File: config.mk
export PLATFORM = sky130hd
export DESIGN_NAME = key_event_queue_flat
export DESIGN_NICKNAME = d
export VERILOG_FILES = /design/src/rtl/key_event_queue_pkg.sv /design/src/rtl/key_event_queue_if.sv /design/src/rtl/key_event_queue_scan_map.sv /design/src/rtl/key_event_queue.sv /design/src/flat_wrapper.sv
export SDC_FILE = /design/constraint.sdc
export NUM_CORES = 1
export LEC_CHECK = 0
export ABC_AREA = 0
export CORE_ASPECT_RATIO = 0.6
export CORE_MARGIN = 4
export CORE_UTILIZATION = 65
export DETAILED_ROUTE_END_ITERATION = 7
export GPL_ROUTABILITY_DRIVEN = 0
export PLACE_DENSITY = 0.85
export SYNTH_ARGS = -nofsm -noshare
export SYNTH_HDL_FRONTEND = slang
export SYNTH_SLANG_ARGS = --single-unit
File: constraint.sdc
create_clock -name sys_clk -period 7.3 [get_ports sys_clk]
set_clock_uncertainty 0.1 [all_clocks]
set_input_delay 0.73 -clock sys_clk [delete_from_list [all_inputs] [get_ports sys_clk]]
set_output_delay 0.73 -clock sys_clk [all_outputs]
set_load 0.1 [all_outputs]
File: src/rtl/key_event_queue_pkg.sv
// key_pkg: shared definitions for the key_event_queue keyboard front end.
//   - decoder FSM state enum
//   - PS/2 set-2 scancode constants (prefixes and modifier keys)
//   - bit positions inside the 13-bit key event word
//   - ASCII bounds and case-conversion constants, plus the ASCII transform
package key_pkg;

  typedef enum logic [1:0] {
    S_IDLE,
    S_ACK,
    S_LOOK,
    S_EMIT
  } state_e;

  localparam logic [7:0] SC_BREAK  = 8'hF0;
  localparam logic [7:0] SC_EXT    = 8'hE0;
  localparam logic [7:0] SC_LSHIFT = 8'h12;
  localparam logic [7:0] SC_RSHIFT = 8'h59;
  localparam logic [7:0] SC_CTRL   = 8'h14;
  localparam logic [7:0] SC_CAPS   = 8'h58;

  localparam int EV_BRK_BIT   = 8;
  localparam int EV_EXT_BIT   = 9;
  localparam int EV_SHIFT_BIT = 10;
  localparam int EV_CTRL_BIT  = 11;
  localparam int EV_CAPS_BIT  = 12;
  localparam int EV_W         = 13;

  localparam logic [7:0] ASCII_LO    = 8'h61;
  localparam logic [7:0] ASCII_HI    = 8'h7A;
  localparam logic [7:0] CASE_OFFSET = 8'h20;
  localparam logic [7:0] CTRL_MASK   = 8'h1F;

  // Only lower-case letters are affected; ctrl wins over shift/caps.
  function automatic logic [7:0] xform_ascii(input logic [7:0] a, input logic shift,
                                             input logic ctrl, input logic caps);
    logic [7:0] r;
    r = a;
    if (a >= ASCII_LO && a <= ASCII_HI) begin
      if (ctrl)              r = a & CTRL_MASK;
      else if (shift ^ caps) r = a - CASE_OFFSET;
    end
    return r;
  endfunction

endpackage

File: src/rtl/key_event_queue_if.sv
// key_event_queue_if: valid/ready drain port of the key event FIFO.
//   ev_data  : head event word (zero when empty)
//   ev_valid : FIFO not empty
//   ev_ready : consumer pops the head when ev_valid & ev_ready
// master = event producer (the queue), slave = consumer.
interface key_event_queue_if #(parameter int OUT_W = 32);
  logic [OUT_W-1:0] ev_data;
  logic             ev_valid;
  logic             ev_ready;

  modport master (output ev_data, output ev_valid, input ev_ready);
  modport slave  (input ev_data, input ev_valid, output ev_ready);
endinterface

File: src/rtl/key_event_queue_scan_map.sv
// key_scan_map: 256x8 scancode -> lower-case ASCII ROM, registered output
// (1-cycle latency). Unmapped codes return 0.
//   clk   : clock
//   en    : load the output register from the ROM
//   code  : scancode address
//   ascii : registered ASCII value
module key_scan_map (
  input  logic       clk,
  input  logic       en,
  input  logic [7:0] code,
  output logic [7:0] ascii
);

  logic [7:0] rom_d;
  logic [7:0] ascii_q;

  // NOTE: every variable assigned in always_comb gets a default first, so no path infers a latch.
  always_comb begin
    rom_d = 8'h00;
    case (code)
      8'h1C: rom_d = "a";  8'h32: rom_d = "b";  8'h21: rom_d = "c";  8'h23: rom_d = "d";
      8'h24: rom_d = "e";  8'h2B: rom_d = "f";  8'h34: rom_d = "g";  8'h33: rom_d = "h";
      8'h43: rom_d = "i";  8'h3B: rom_d = "j";  8'h42: rom_d = "k";  8'h4B: rom_d = "l";
      8'h3A: rom_d = "m";  8'h31: rom_d = "n";  8'h44: rom_d = "o";  8'h4D: rom_d = "p";
      8'h15: rom_d = "q";  8'h2D: rom_d = "r";  8'h1B: rom_d = "s";  8'h2C: rom_d = "t";
      8'h3C: rom_d = "u";  8'h2A: rom_d = "v";  8'h1D: rom_d = "w";  8'h22: rom_d = "x";
      8'h35: rom_d = "y";  8'h1A: rom_d = "z";
      8'h45: rom_d = "0";  8'h16: rom_d = "1";  8'h1E: rom_d = "2";  8'h26: rom_d = "3";
      8'h25: rom_d = "4";  8'h2E: rom_d = "5";  8'h36: rom_d = "6";  8'h3D: rom_d = "7";
      8'h3E: rom_d = "8";  8'h46: rom_d = "9";
      8'h29: rom_d = " ";  8'h5A: rom_d = 8'h0D; 8'h66: rom_d = 8'h08;
      default: rom_d = 8'h00;
    endcase
  end

  // Loaded before every use by the decoder, so it needs no reset.
  always_ff @(posedge clk) begin
    if (en) ascii_q <= rom_d;
  end

  assign ascii = ascii_q;

endmodule

File: src/rtl/key_event_queue.sv
// key_event_queue: PS/2 scancode decoder + show-ahead key event FIFO.
// Pops bytes from ps2_keyboard, handles F0/E0 prefixes, tracks shift/ctrl/caps,
// maps keys to ASCII and queues 13-bit events (zero-extended to OUT_W).
//   sys_clk, clrn (sync, active-low)
//   code_data/code_ready in, code_next_n out : receiver pop handshake
//   ev_if (master)                           : event drain (data/valid/ready)
//   fifo_count, overflow (sticky), caps_lock : status
// Build option: define KEY_BREAK_EVENTS_EN to also queue break events of
// non-modifier keys (bit 8 set); otherwise breaks only update modifiers.
module key_event_queue
  import key_pkg::*;
#(
  parameter int FIFO_DEPTH = 16,
  parameter int OUT_W      = 32
) (
  input  logic                          sys_clk,
  input  logic                          clrn,
  input  logic [7:0]                    code_data,
  input  logic                          code_ready,
  output logic                          code_next_n,
  key_event_queue_if.master             ev_if,
  output logic [$clog2(FIFO_DEPTH):0]   fifo_count,
  output logic                          overflow,
  output logic                          caps_lock
);

  localparam int AW = $clog2(FIFO_DEPTH);
  localparam int CW = AW + 1;

  state_e     state_q, state_d;
  logic [7:0] code_q, code_d;
  logic       brk_q, brk_d, ext_q, ext_d;
  logic       shift_q, shift_d, ctrl_q, ctrl_d, caps_q, caps_d;
  logic       code_next_n_q, code_next_n_d;
  logic       map_en;
  logic [7:0] map_ascii, ev_ascii;
  logic       is_shift, is_ctrl, is_caps, is_mod;
  logic       push_req;
  logic [EV_W-1:0] ev_word;

  logic [EV_W-1:0] mem [FIFO_DEPTH];
  logic [AW-1:0]   wr_ptr_q, wr_ptr_d, rd_ptr_q, rd_ptr_d, rd_next;
  logic [CW-1:0]   count_q, count_d;
  logic [EV_W-1:0] head_q, head_d;
  logic            valid_q, valid_d, overflow_q, overflow_d;
  logic            pop, push_ok;

  key_scan_map u_map (
    .clk   (sys_clk),
    .en    (map_en),
    .code  (code_q),
    .ascii (map_ascii)
  );

  assign is_shift = (code_q == SC_LSHIFT) || (code_q == SC_RSHIFT);
  assign is_ctrl  = (code_q == SC_CTRL);
  assign is_caps  = (code_q == SC_CAPS);
  assign is_mod   = is_shift || is_ctrl || is_caps;

  // Decoder FSM: next state, modifiers and the event to push.
  always_comb begin
    state_d       = state_q;
    code_d        = code_q;
    brk_d         = brk_q;
    ext_d         = ext_q;
    shift_d       = shift_q;
    ctrl_d        = ctrl_q;
    caps_d        = caps_q;
    code_next_n_d = code_next_n_q;
    map_en        = 1'b0;
    push_req      = 1'b0;
    ev_ascii      = 8'h00;
    ev_word       = '0;
    case (state_q)
      S_IDLE: if (code_ready) begin
        code_d        = code_data;
        code_next_n_d = 1'b0;
        state_d       = S_ACK;
      end
      S_ACK: begin
        code_next_n_d = 1'b1;
        if (code_q == SC_BREAK) begin
          brk_d   = 1'b1;
          state_d = S_IDLE;
        end else if (code_q == SC_EXT) begin
          ext_d   = 1'b1;
          state_d = S_IDLE;
        end else begin
          map_en  = 1'b1;
          state_d = S_LOOK;
        end
      end
      S_LOOK: state_d = S_EMIT;
      S_EMIT: begin
        // Event uses the modifier state before this key's own update;
        // modifier keys never push, so that is the state the user sees.
        ev_ascii = xform_ascii(map_ascii, shift_q, ctrl_q, caps_q);
        ev_word  = {caps_q, ctrl_q, shift_q, ext_q, brk_q, ev_ascii};
        if (is_shift)          shift_d = !brk_q;
        if (is_ctrl)           ctrl_d  = !brk_q;
        if (is_caps && !brk_q) caps_d  = !caps_q;
`ifdef KEY_BREAK_EVENTS_EN
        push_req = !is_mod && (map_ascii != 8'h00);
`else
        push_req = !brk_q && !is_mod && (map_ascii != 8'h00);
`endif
        brk_d   = 1'b0;
        ext_d   = 1'b0;
        state_d = S_IDLE;
      end
      default: state_d = S_IDLE;
    endcase
  end

  // FIFO control. The head is registered; its next value comes from the
  // entry behind the one being popped, or the pushed word when that
  // entry would otherwise be empty.
  always_comb begin
    pop        = ev_if.ev_ready && (count_q != '0);
    push_ok    = push_req && ((count_q != CW'(FIFO_DEPTH)) || pop);
    overflow_d = overflow_q || (push_req && !push_ok);
    wr_ptr_d   = push_ok ? wr_ptr_q + AW'(1) : wr_ptr_q;
    rd_next    = rd_ptr_q + AW'(1);
    rd_ptr_d   = pop ? rd_next : rd_ptr_q;
    count_d    = count_q + CW'(push_ok) - CW'(pop);
    valid_d    = (count_d != '0);
    head_d     = head_q;
    if (pop) begin
      if (count_q > CW'(1)) head_d = mem[rd_next];
      else if (push_ok)     head_d = ev_word;
      else                  head_d = '0;
    end else if (count_q == '0) begin
      head_d = push_ok ? ev_word : '0;
    end
  end

  // NOTE: sequential state uses non-blocking assignments so every flop samples pre-edge values.
  always_ff @(posedge sys_clk) begin
    if (!clrn) begin
      state_q       <= S_IDLE;
      code_q        <= 8'h00;
      brk_q         <= 1'b0;
      ext_q         <= 1'b0;
      shift_q       <= 1'b0;
      ctrl_q        <= 1'b0;
      caps_q        <= 1'b0;
      code_next_n_q <= 1'b1;
      wr_ptr_q      <= '0;
      rd_ptr_q      <= '0;
      count_q       <= '0;
      head_q        <= '0;
      valid_q       <= 1'b0;
      overflow_q    <= 1'b0;
    end else begin
      state_q       <= state_d;
      code_q        <= code_d;
      brk_q         <= brk_d;
      ext_q         <= ext_d;
      shift_q       <= shift_d;
      ctrl_q        <= ctrl_d;
      caps_q        <= caps_d;
      code_next_n_q <= code_next_n_d;
      wr_ptr_q      <= wr_ptr_d;
      rd_ptr_q      <= rd_ptr_d;
      count_q       <= count_d;
      head_q        <= head_d;
      valid_q       <= valid_d;
      overflow_q    <= overflow_d;
    end
  end

  // NOTE: storage array has no reset; emptiness is tracked by count/pointers.
  always_ff @(posedge sys_clk) begin
    if (push_ok) mem[wr_ptr_q] <= ev_word;
  end

  assign code_next_n    = code_next_n_q;
  assign ev_if.ev_data  = OUT_W'(head_q);
  assign ev_if.ev_valid = valid_q;
  assign fifo_count     = count_q;
  assign overflow       = overflow_q;
  assign caps_lock      = caps_q;

endmodule
File: src/flat_wrapper.sv
// flat-port wrapper written by rule: the top's interface ports become plain ports
module key_event_queue_flat import key_pkg::*;
#(
  parameter int FIFO_DEPTH = 16,
  parameter int OUT_W      = 32
)
  (sys_clk, clrn, code_data, code_ready, code_next_n, fifo_count, overflow, caps_lock, ev_if_ev_data, ev_if_ev_valid, ev_if_ev_ready);
  key_event_queue_if #(.OUT_W(OUT_W)) ev_if_i ();
  input  logic sys_clk;
  input  logic clrn;
  input  logic [7:0] code_data;
  input  logic code_ready;
  output logic code_next_n;
  output logic [$clog2(FIFO_DEPTH):0] fifo_count;
  output logic overflow;
  output logic caps_lock;
  output wire logic [$bits(ev_if_i.ev_data)-1:0] ev_if_ev_data;
  output wire logic [$bits(ev_if_i.ev_valid)-1:0] ev_if_ev_valid;
  input wire logic [$bits(ev_if_i.ev_ready)-1:0] ev_if_ev_ready;
  assign ev_if_ev_data = ev_if_i.ev_data;
  assign ev_if_ev_valid = ev_if_i.ev_valid;
  assign ev_if_i.ev_ready = ev_if_ev_ready;
  key_event_queue #(.FIFO_DEPTH(FIFO_DEPTH), .OUT_W(OUT_W)) u_core (.sys_clk(sys_clk), .clrn(clrn), .code_data(code_data), .code_ready(code_ready), .code_next_n(code_next_n), .ev_if(ev_if_i), .fifo_count(fifo_count), .overflow(overflow), .caps_lock(caps_lock));
endmodule
# Word level (Yosys, flattened, before mapping)
# Memory sizes are Yosys's and may differ from the RTL's. A register that Yosys moved wholly into a read port is not among the register bits.
# Index checks and enable logic that the tools add are counted.
# totals
ff_bits	52
ramBits	208
romBits	896
input_bits	12
out_inout_bits	41
elab_cells	96
n_memories	2
# memory_table
name	words	width	rd	rd_clocked_by_memory_dff	wr	line_no	rtl
(name not given)	128	7	1	1	0	key_event_queue_scan_map.sv:20	case (code)
u_core.mem	16	13	1	0	1	key_event_queue.sv:41	logic [EV_W-1:0] mem [FIFO_DEPTH];
# op_classes
n_addsub	5
order_cmp	3
n_eq_ne	14
n_mux	25
bitwise	1
reduce_logical	31
# ops
cell	count
13-bit 2-to-1 mux	5
8-bit 2-to-1 mux	3
8-bit by 5-bit equality test with 1-bit output, second input constant	2
8-bit by 7-bit equality test with 1-bit output, second input constant	2
8-bit equality test, second input constant	2
2-bit AND reduction	6
1-bit 2-to-1 mux	10
5-bit nonzero test	2
4-bit by 1-bit adder with 4-bit output, second input constant	2
8-bit by 7-bit greater-or-equal comparator with 1-bit output, second input constant	1
8-bit by 7-bit less-or-equal comparator with 1-bit output, second input constant	1
2-bit case mux with 4 select lines	1
8-bit nonzero test	1
8-bit by 6-bit subtractor with 8-bit output, second input constant	1
1-bit logical AND	7
2-bit 2-to-1 mux	3
1-bit case mux with 2 select lines	3
2-bit nonzero test	3
5-bit by 1-bit adder with 5-bit output	1
5-bit by 1-bit greater-than comparator with 1-bit output, second input constant	1
5-bit zero test	1
1-bit logical OR	5
5-bit inequality test, second input constant	1
5-bit by 1-bit subtractor with 5-bit output	1
other kinds (8)	14

# Depth between registers and ports, before layout
# Gate-level depths: netlist (run 1).
# depth
word_depth	12
ltp_mapped	14
ltp_nobuf	12

# By module
# From an unflattened synthesis (run 1), not the netlist that was laid out.
# unflattened
cells_unflattened	756
area_unflattened_um2	11624.9
# modules_own_cells
mod	instances	cells_per_inst	area_per_inst_um2	seq_area_each_um2
key_event_queue	1	616	10466.3	7126.8
key_scan_map	1	140	1158.6	210.2

# Worst setup path after synthesis (run 1)
# Ideal clock, no wire load.
# synth_path
path_type	reg2reg
from	register u_core.count_q[2], in the netlist u_core.fifo_count[2]
to	register u_core.valid_q, in the netlist u_core.ev_if.ev_valid
setup_ns	0.120
t_arrival_ns	3.372
required_time_ns	7.080
path_slack_ns	3.708
stages_incl_launch_ff	12
path_buffers	1
period_less_slack_ns	3.592
cell_sequence	dfxtp_1 inv_1 ha_1 nor4b_1 nor2b_1 clkbuf_1 ha_1 inv_1 ha_1 fa_1 or3_1 o31a_1
# synth_between
elab_chain_len	7
elab_cells_between_ends	8
cone_classes	2 x add/sub; 1 x eq/ne; 5 x reduce/logical
# synth_rtl
item	line_no	rtl
from (decl)	key_event_queue.sv:43	logic [CW-1:0] count_q, count_d;
from (signal assigned)	key_event_queue.sv:165	count_q <= count_d;
5-bit nonzero test	key_event_queue.sv:119	pop = ev_if.ev_ready && (count_q != '0);
1-bit logical AND	key_event_queue.sv:119	
1-bit logical OR	key_event_queue.sv:120	push_ok = push_req && ((count_q != CW'(FIFO_DEPTH)) || pop);
1-bit logical AND	key_event_queue.sv:120	
5-bit by 1-bit adder with 5-bit output	key_event_queue.sv:125	count_d = count_q + CW'(push_ok) - CW'(pop);
5-bit by 1-bit subtractor with 5-bit output (*)	key_event_queue.sv:125	
named net u_core.count_d[1]	key_event_queue.sv:43	
5-bit nonzero test (*)	key_event_queue.sv:126	valid_d = (count_d != '0);
to (signal assigned)	key_event_queue.sv:167	valid_q <= valid_d;
to (decl)	key_event_queue.sv:45	logic valid_q, valid_d, overflow_q, overflow_d;
# The timed path passes the listed nets; every way through them passes the cells marked *.
# A chain may end at the register's enable or synchronous reset.

# Final worst setup path (run 1)
# layout_path
from	register u_core.code_q[0]
to	register u_core.valid_q, in the netlist u_core.ev_if.ev_valid
# layout_between
elab_chain_len	12
elab_cells_between_ends	15
cone_classes	2 x add/sub; 4 x eq/ne; 1 x mux; 8 x reduce/logical
# layout_rtl
item	line_no	rtl
from (decl)	key_event_queue.sv:31	logic [7:0] code_q, code_d;
from (signal assigned)	key_event_queue.sv:156	code_q <= code_d;
8-bit by 5-bit equality test with 1-bit output or 8-bit by 7-bit equality test with 1-bit output (tied branches)	key_event_queue.sv:55	assign is_shift = (code_q == SC_LSHIFT) || (code_q == SC_RSHIFT);
1-bit logical OR	key_event_queue.sv:55	
1-bit logical OR	key_event_queue.sv:58	assign is_mod = is_shift || is_ctrl || is_caps;
1-bit logical OR (*)	key_event_queue.sv:58	
1-bit zero test (*)	key_event_queue.sv:105	push_req = !brk_q && !is_mod && (map_ascii != 8'h00);
1-bit logical AND (*) (2 in a row)	key_event_queue.sv:105	
1-bit 2-to-1 mux (*)	key_event_queue.sv:74	case (state_q)
1-bit logical AND (*)	key_event_queue.sv:120	
5-bit by 1-bit adder with 5-bit output (*)	key_event_queue.sv:125	
5-bit by 1-bit subtractor with 5-bit output (*)	key_event_queue.sv:125	
5-bit nonzero test (*)	key_event_queue.sv:126	
# Every way passes the cells marked *; elsewhere a longest branch is shown, timed or not.

==> impl_metrics.tcl, run 1 <==
set metrics [dict create \
    outcome "completed" \
    synth_mux_area_share_pct 10.71 \
    post-route-period-util_pct 52.87 \
    start_util_pct 67.25 \
    ant_nets 0 \
    synth-seq-cells 259 \
    path_common_cell "ha_1" \
    core-area_um2 17360 \
    worst_ep_required_time_ps 7590 \
    power_uw 4195 \
    end_kind "register" \
    hp-class "reg2reg" \
    p_per_area_nw_per_um2 329.4 \
    wl_per_cell_um 25.84 \
    cts_tree "done" \
    area.growth.synth_to_final_pct 9.088 \
    die-width_um 181.0 \
    cpLargestDelayFamily "adder cells" \
    setup_viol 0 \
    path_class "reg2reg" \
    crit_arrival_ps 4140 \
    cap_violations 0 \
    whs_ps 372.8 \
    finalMaxSlewViolations 0 \
    synthXorXnorAreaFrac_pct 0.8895 \
    post_cts_buffers 0 \
    grt_pass1_vias 7146 \
    io_pins 53 \
    synth-edff-count 215 \
    synthSimpleGateAreaFrac_pct 8.927 \
    drtIter0Drc 1362 \
    ys_warn_count 0 \
    synth_area_um2 11670 \
    ir_worst_vdd_mv 0.1662 \
    synth_cell_types 78 \
    die_y_um 111.8 \
    vias 7546 \
    mostFrequentLayoutCell "edfxtp_1" \
    antenna_found_initial 0 \
    seq_area_frac_synth_pct 62.84 \
    grt_max_degree 60 \
    utilization_pct 73.36 \
    r2r_slack_ps 3440 \
    synth_top_family_by_area "multiplexers" \
    synth_fa_ha_area_share_pct 2.422 \
    setup_tns_ps 0 \
    cts_buffers 23 \
    final_cell_mix "215 x edfxtp_1, 75 x mux2i_1, 43 x dfxtp_1" \
    grt-ovfl-total 0 \
    holdPathEnd "u_core.overflow" \
    first_pass_iters 8 \
    clk_pin_slew_worst_paths_ps 60 \
    critPathSlowestCell "a2111oi_4" \
    avgViaCountPerCell 6.872 \
    synth_compound_area_share_pct 9.892 \
    cts_resized 0 \
    crit_chain "inv_1 > ha_1 > or3b_4 > a2111oi_4 > a2111o_4 > nor2_4 > ha_1 > fa_1 > xnor2_1 > or3_1 > o31a_1" \
    n_fill_cell 1083 \
    power.leakage_uw 0.003976 \
    cp_num_buf_inv 1 \
    critPathLaunchType "register" \
    fmax_mhz 259.1 \
    routed_wl_mm 28.37 \
    hold-path-cell-count 2 \
    drc 0 \
    fin_crit_ps 3859 \
    port_buffers 33 \
    worst-r2r-cell-count 11 \
    ctsHoldBuffers 0 \
    worst_pin_slew_ps 1136 \
    grt_pass1_wl_mm 43.07 \
    r2r_start "u_core.code_q[0]" \
    clock-sinks 259 \
    track_usage_pct 27.55 \
    min_from "u_core.overflow" \
    clockRootBuffer "clkbuf_16" \
    h-tree-depth 1 \
    drive_gt1_share_pct 9.386 \
    dpl.hpwl_mm 18.27 \
    synthFlopType "edfxtp_1" \
    dp_cells 1056 \
    num_rows 37 \
    reg2reg_to "u_core.ev_if.ev_valid" \
    synthArstFlopShare_pct 0 \
    rsz0062_at_grt "no" \
    cts.path.max_buffers 3 \
    clock_latency_ps 510 \
    syn_inst 835 \
    postSynthAreaPerCell_um2 13.98 \
    cp_max_fo 17 \
    critPathMaxStageDelay_ps 500 \
    dieArea_um2 20240 \
    instances_no_fill 1098 \
    hold_viol 0 \
    fin_nets 881 \
    slew_headroom_pct 24.15 \
]
==> logic make-up (layout without fill, tap and decap cells) <==
family / Yosys count / in the layout
flip-flops: 259 / 259
AND/OR/NAND/NOR: 187 / 187
adder cells (fa/ha/maj): 22 / 22
AO/OA/AOI/OAI: 161 / 161
multiplexers: 99 / 99
XOR/XNOR: 11 / 11
buffers and inverters: 95 / 105
other: 1 / 20
==> layout make-up <==
type	instances	area (um2)	area share, %
Antenna cell	1	2.502	0.01965
Clock buffer	35	650.6	5.109
Clock inverter	6	56.30	0.4421
Inverter	23	86.33	0.6779
Multi-Input combinational cell	499	3919	30.77
Sequential cell	259	7338	57.62
Tap cell	234	292.8	2.299
Timing Repair Buffer	41	390.4	3.065
==> per-layer routing <==
metal / track usage (%) / vias up / routed length, um
li1: - / 3219 / -
met1: 40.74 / 3758 / 11750
met2: 41.33 / 502 / 12600
met3: 8.195 / 67 / 3392
met4: 5.747 / 0 / 624
met5: 0 / - / 0
==> stage by stage <==
| stage | worst slack [ps] | area, um2 |
|---|---|---|
| 6_report | 3441 | 12740 |
| 5_1_grt | 3270 | 12730 |
| 4_1_cts | 3492 | 12730 |
| 3_5_place_dp | 3543 | 12030 |
| 3_3_place_gp | 3686 | 12030 |
| 2_1_floorplan | 3708 | 11740 |
==> report_power, final <==
part | total, uW | internal (uW) | switching, uW
combinational | 1290 | 402 | 887
clock | 1160 | 650 | 509
sequential | 1750 | 1640 | 107
==> cells in the mapped netlist, drive strengths merged, types with 15 or more instances <==
master | n | area share, %
edfxtp | 215 | 55
mux2i | 75 | 6.4
buf | 48 | 2.8
dfxtp | 44 | 7.5
nor2 | 41 | 1.4
nand2 | 30 | 0.99
a22oi | 28 | 1.8
and3 | 25 | 1.3
o21ai | 25 | 1.1
clkbuf | 24 | 0.78
a21oi | 23 | 0.99
inv | 22 | 0.71
ha | 21 | 2.3
mux4 | 20 | 3.9
o211ai | 15 | 0.96
==> state kept, by name, summed over array words and instances, names as in the netlist, named ones only <==
signal,flops
u_core.code_next_n,1
u_core.code_q,8
u_core.wr_ptr_q,4
u_core.state_q,1
u_core.overflow,1
u_core.ext_q,1
u_core.u_map.ascii,7
u_core.fifo_count,5
u_core.brk_q,1
u_core.rd_ptr_q,4
u_core.caps_lock,1
u_core.shift_q,1
u_core.head_q,13
u_core.ctrl_q,1
u_core.ev_if.ev_valid,1
u_core.mem,208
==> worst reg2reg max path: cells and delay by family, from the launching register on <==
kind | cells | cell delay [ps]
adders and majority gates | 3 | 1100
AOI/OAI and AO/OA | 3 | 1010
and+or+nand+nor | 3 | 840
DFF | 1 | 380
buffers and inverters | 1 | 160
xor gates and xnor gates | 1 | 150
==> worst max-delay path by stage <==
stage	startpoint	end	slack, ps	depth (start not counted)
after floorplan	u_core.fifo_count[2]	u_core.ev_if.ev_valid	3710	11
after global placement	ev_if_ev_ready	u_core.ev_if.ev_valid	3690	8
after detailed placement	u_core.code_q[0]	u_core.ev_if.ev_valid	3540	11
after CTS	u_core.code_q[0]	u_core.ev_if.ev_valid	3490	11
after global routing	u_core.code_q[3]	u_core.ev_if.ev_valid	3270	10
final	u_core.code_q[0]	u_core.ev_if.ev_valid	3440	11
(Power assumes the default switching activity.)
==> run 2, diff against run 1 <==
- CORE_UTILIZATION: 65 -> 60
- PLACE_DENSITY: 0.85 -> 0.79
- clock period: 7.3 -> 3.8 ns (I/O delays scaled with it)
==> run 2 against run 1 <==
Against the previous run: die area rose by 7.8%; non-clock buffer count rose by 27; clock power rose by 120%; maximum frequency rose by 6.6%; worst setup slack got worse by 3300 ps; via count fell by 0.19%; global-route usage fell by 1.4 points; first-iteration DRC count fell by 16%; total power rose by 100%; core utilization fell by 4.4 points; design area rose by 3.3%; worst hold slack improved by 17 ps.
==> impl_metrics.tcl, run 2 (synthesized netlist as in run 1, its figures left out) <==
set metrics [dict create \
    outcome "completed" \
    slew_headroom_pct 29.92 \
    fmax_mhz 276.3 \
    first_pass_iters 7 \
    io_pins 53 \
    grt.met3_usage_pct 6.653 \
    grt_max_degree 43 \
    post-route-period-util_pct 95.25 \
    ctsHoldBuffers 0 \
    antenna_cells 0 \
    area.growth.synth_to_final_pct 12.64 \
    grt_pass1_vias 7306 \
    end_kind "register" \
    ant_nets 0 \
    dieArea_um2 21830 \
    cts.path.max_buffers 3 \
    cts_resized 0 \
    ir_worst_vdd_mv 0.5033 \
    cpLargestDelayFamily "adder cells" \
    worst_ep_required_time_ps 4100 \
    grt_pass1_wl_mm 43.37 \
    setup_tns_ps 0 \
    finalMaxSlewViolations 0 \
    busiest_layer "met2" \
    power.leakage_uw 0.004160 \
    p_per_area_nw_per_um2 643.9 \
    drive_gt1_share_pct 12.77 \
    drc 0 \
    clock-sinks 259 \
    clockRootBuffer "clkbuf_16" \
    critPathMaxStageDelay_ps 500 \
    setup_viol 0 \
    top_regs "u_core.mem (208), u_core.head_q (13), u_core.code_q (8)" \
    fin_crit_ps 3619 \
    worst_pin_slew_ps 1047 \
    power_frac_comb_pct 31.0 \
    internal_power_uw 5553 \
    hp-class "reg2reg" \
    clock_latency_ps 520 \
    die_y_um 116.1 \
    grt_use_met1_pct 38.17 \
    cp_max_fo 17 \
    clk_pin_slew_worst_paths_ps 70 \
    path_common_cell "ha_1" \
    routed_wl_mm 28.53 \
    fin_nets 909 \
    mostFrequentLayoutCell "edfxtp_1" \
    track_usage_pct 26.15 \
    core-area_um2 19080 \
    cts_tree "done" \
    vias 7532 \
    cp_num_buf_inv 1 \
    h-tree-depth 1 \
    swShare_pct 34.42 \
    start_util_pct 61.19 \
    final_cell_mix "215 x edfxtp_1, 75 x mux2i_1, 43 x dfxtp_1" \
    hold_viol 0 \
    num_rows 39 \
    regMostFlops "u_core.mem" \
    dpl.hpwl_mm 18.90 \
    grt-ovfl-total 0 \
    power_frac_seq_pct 38.6 \
    post_cts_buffers 0 \
    crit_arrival_ps 3920 \
    rsz0062_at_grt "no" \
    antenna_found_initial 0 \
    avgViaCountPerCell 6.499 \
    largest_reg_flops 208 \
    port_buffers 33 \
    path_class "reg2reg" \
    wl_per_cell_um 24.62 \
    die-width_um 188.1 \
    utilization_pct 68.92 \
    drtIter0Drc 1148 \
    crit_chain "inv_1 > ha_1 > nand3_1 > a2111oi_4 > a2111o_4 > nor2_4 > ha_1 > fa_1 > or3_1 > o31a_1" \
    cap_violations 0 \
    p_switching_uw 2915 \
    critPathSlowestCell "a2111o_4" \
    p_clk_share_pct 30.4 \
    cts_buffers 24 \
    use_met2_pct 40.32 \
    critPathLaunchType "register" \
]
-- run 2: cell types whose count changed in the layout (fill, tap and decap cells not counted) --
cell | before | now
buf_4 | 8 | 33
clkbuf_16 | 23 | 25
clkinv_4 | 0 | 2
clkbuf_1 | 9 | 6
clkbuf_8 | 3 | 1
buf_12 | 0 | 2
diode_2 | 1 | 0
bufinv_16 | 1 | 5
-- run 2: metrics by stage --
| stage | setup slack, ps | std cells | hold slack [ps] | cell area, um2 | total power (uW) |
|---|---|---|---|---|---|
| finish | 180.7 | 1159 | 389.7 | 13150 | 8467 |
| global route | 2.188 | 1159 | 393.3 | 13150 | 8765 |
| CTS | 262.5 | 1159 | 388.0 | 13150 | 8462 |
| detailed placement | 278.8 | 1115 | 381.6 | 12290 | 5908 |
| global placement | 491.6 | 1115 | 368.3 | 12290 | 5836 |
| floorplan | 208.1 | 853 | 350.5 | 11740 | 5234 |
-- run 2: cell type report --
cell class                 count  area [um2]
sequential                   259        7338
fill                        1281        5929
multi-input combinational    499        3919
clock buffer                  32       661.9
timing repair buffer          68       618.1
tap                          266       332.8
clock inverter                12       193.9
inverter                      23       86.33
-- run 2: path summary, 6_finish.rpt --
kind              slack (ps)                from  cells after the start                    end
setup reg to reg         180    u_core.code_q[1]                     10  u_core.ev_if.ev_valid
hold reg to reg          390  u_core.code_next_n                      2     u_core.code_next_n
setup / recovery         180    u_core.code_q[1]                     10  u_core.ev_if.ev_valid
hold / removal           390  u_core.code_next_n                      2     u_core.code_next_n
-- run 2: power by group through the flow --
stage	Combinational (uW)	Sequential (uW)	Clock, uW
floorplan	1370	3870	0
global placement	2520	3310	0
detailed placement	2580	3320	0
CTS	2600	3260	2600
global route	2760	3280	2730
finish	2620	3270	2580
-- run 2: worst register-to-register path: cells and delay by family (launching register included) --
family | cells | cell delay (ps)
adders and majority gates | 3 | 1060
buffers and inverters | 1 | 190
AOI/OAI and AO/OA | 3 | 870
DFF | 1 | 470
and+or+nand+nor | 3 | 820
-- run 2: per-layer routing --
layer / wire length [um] / vias to the layer above
met5: 0 / -
met4: 685 / 0
met3: 3576 / 78
met2: 12610 / 486
met1: 11660 / 3693
li1: - / 3275
==> run 3, diff against run 2 <==
- CAP_MARGIN: default -> 20
==> results of run 3 <==
Same layout as run 2: the final DEF is identical, and so are final timing and power.
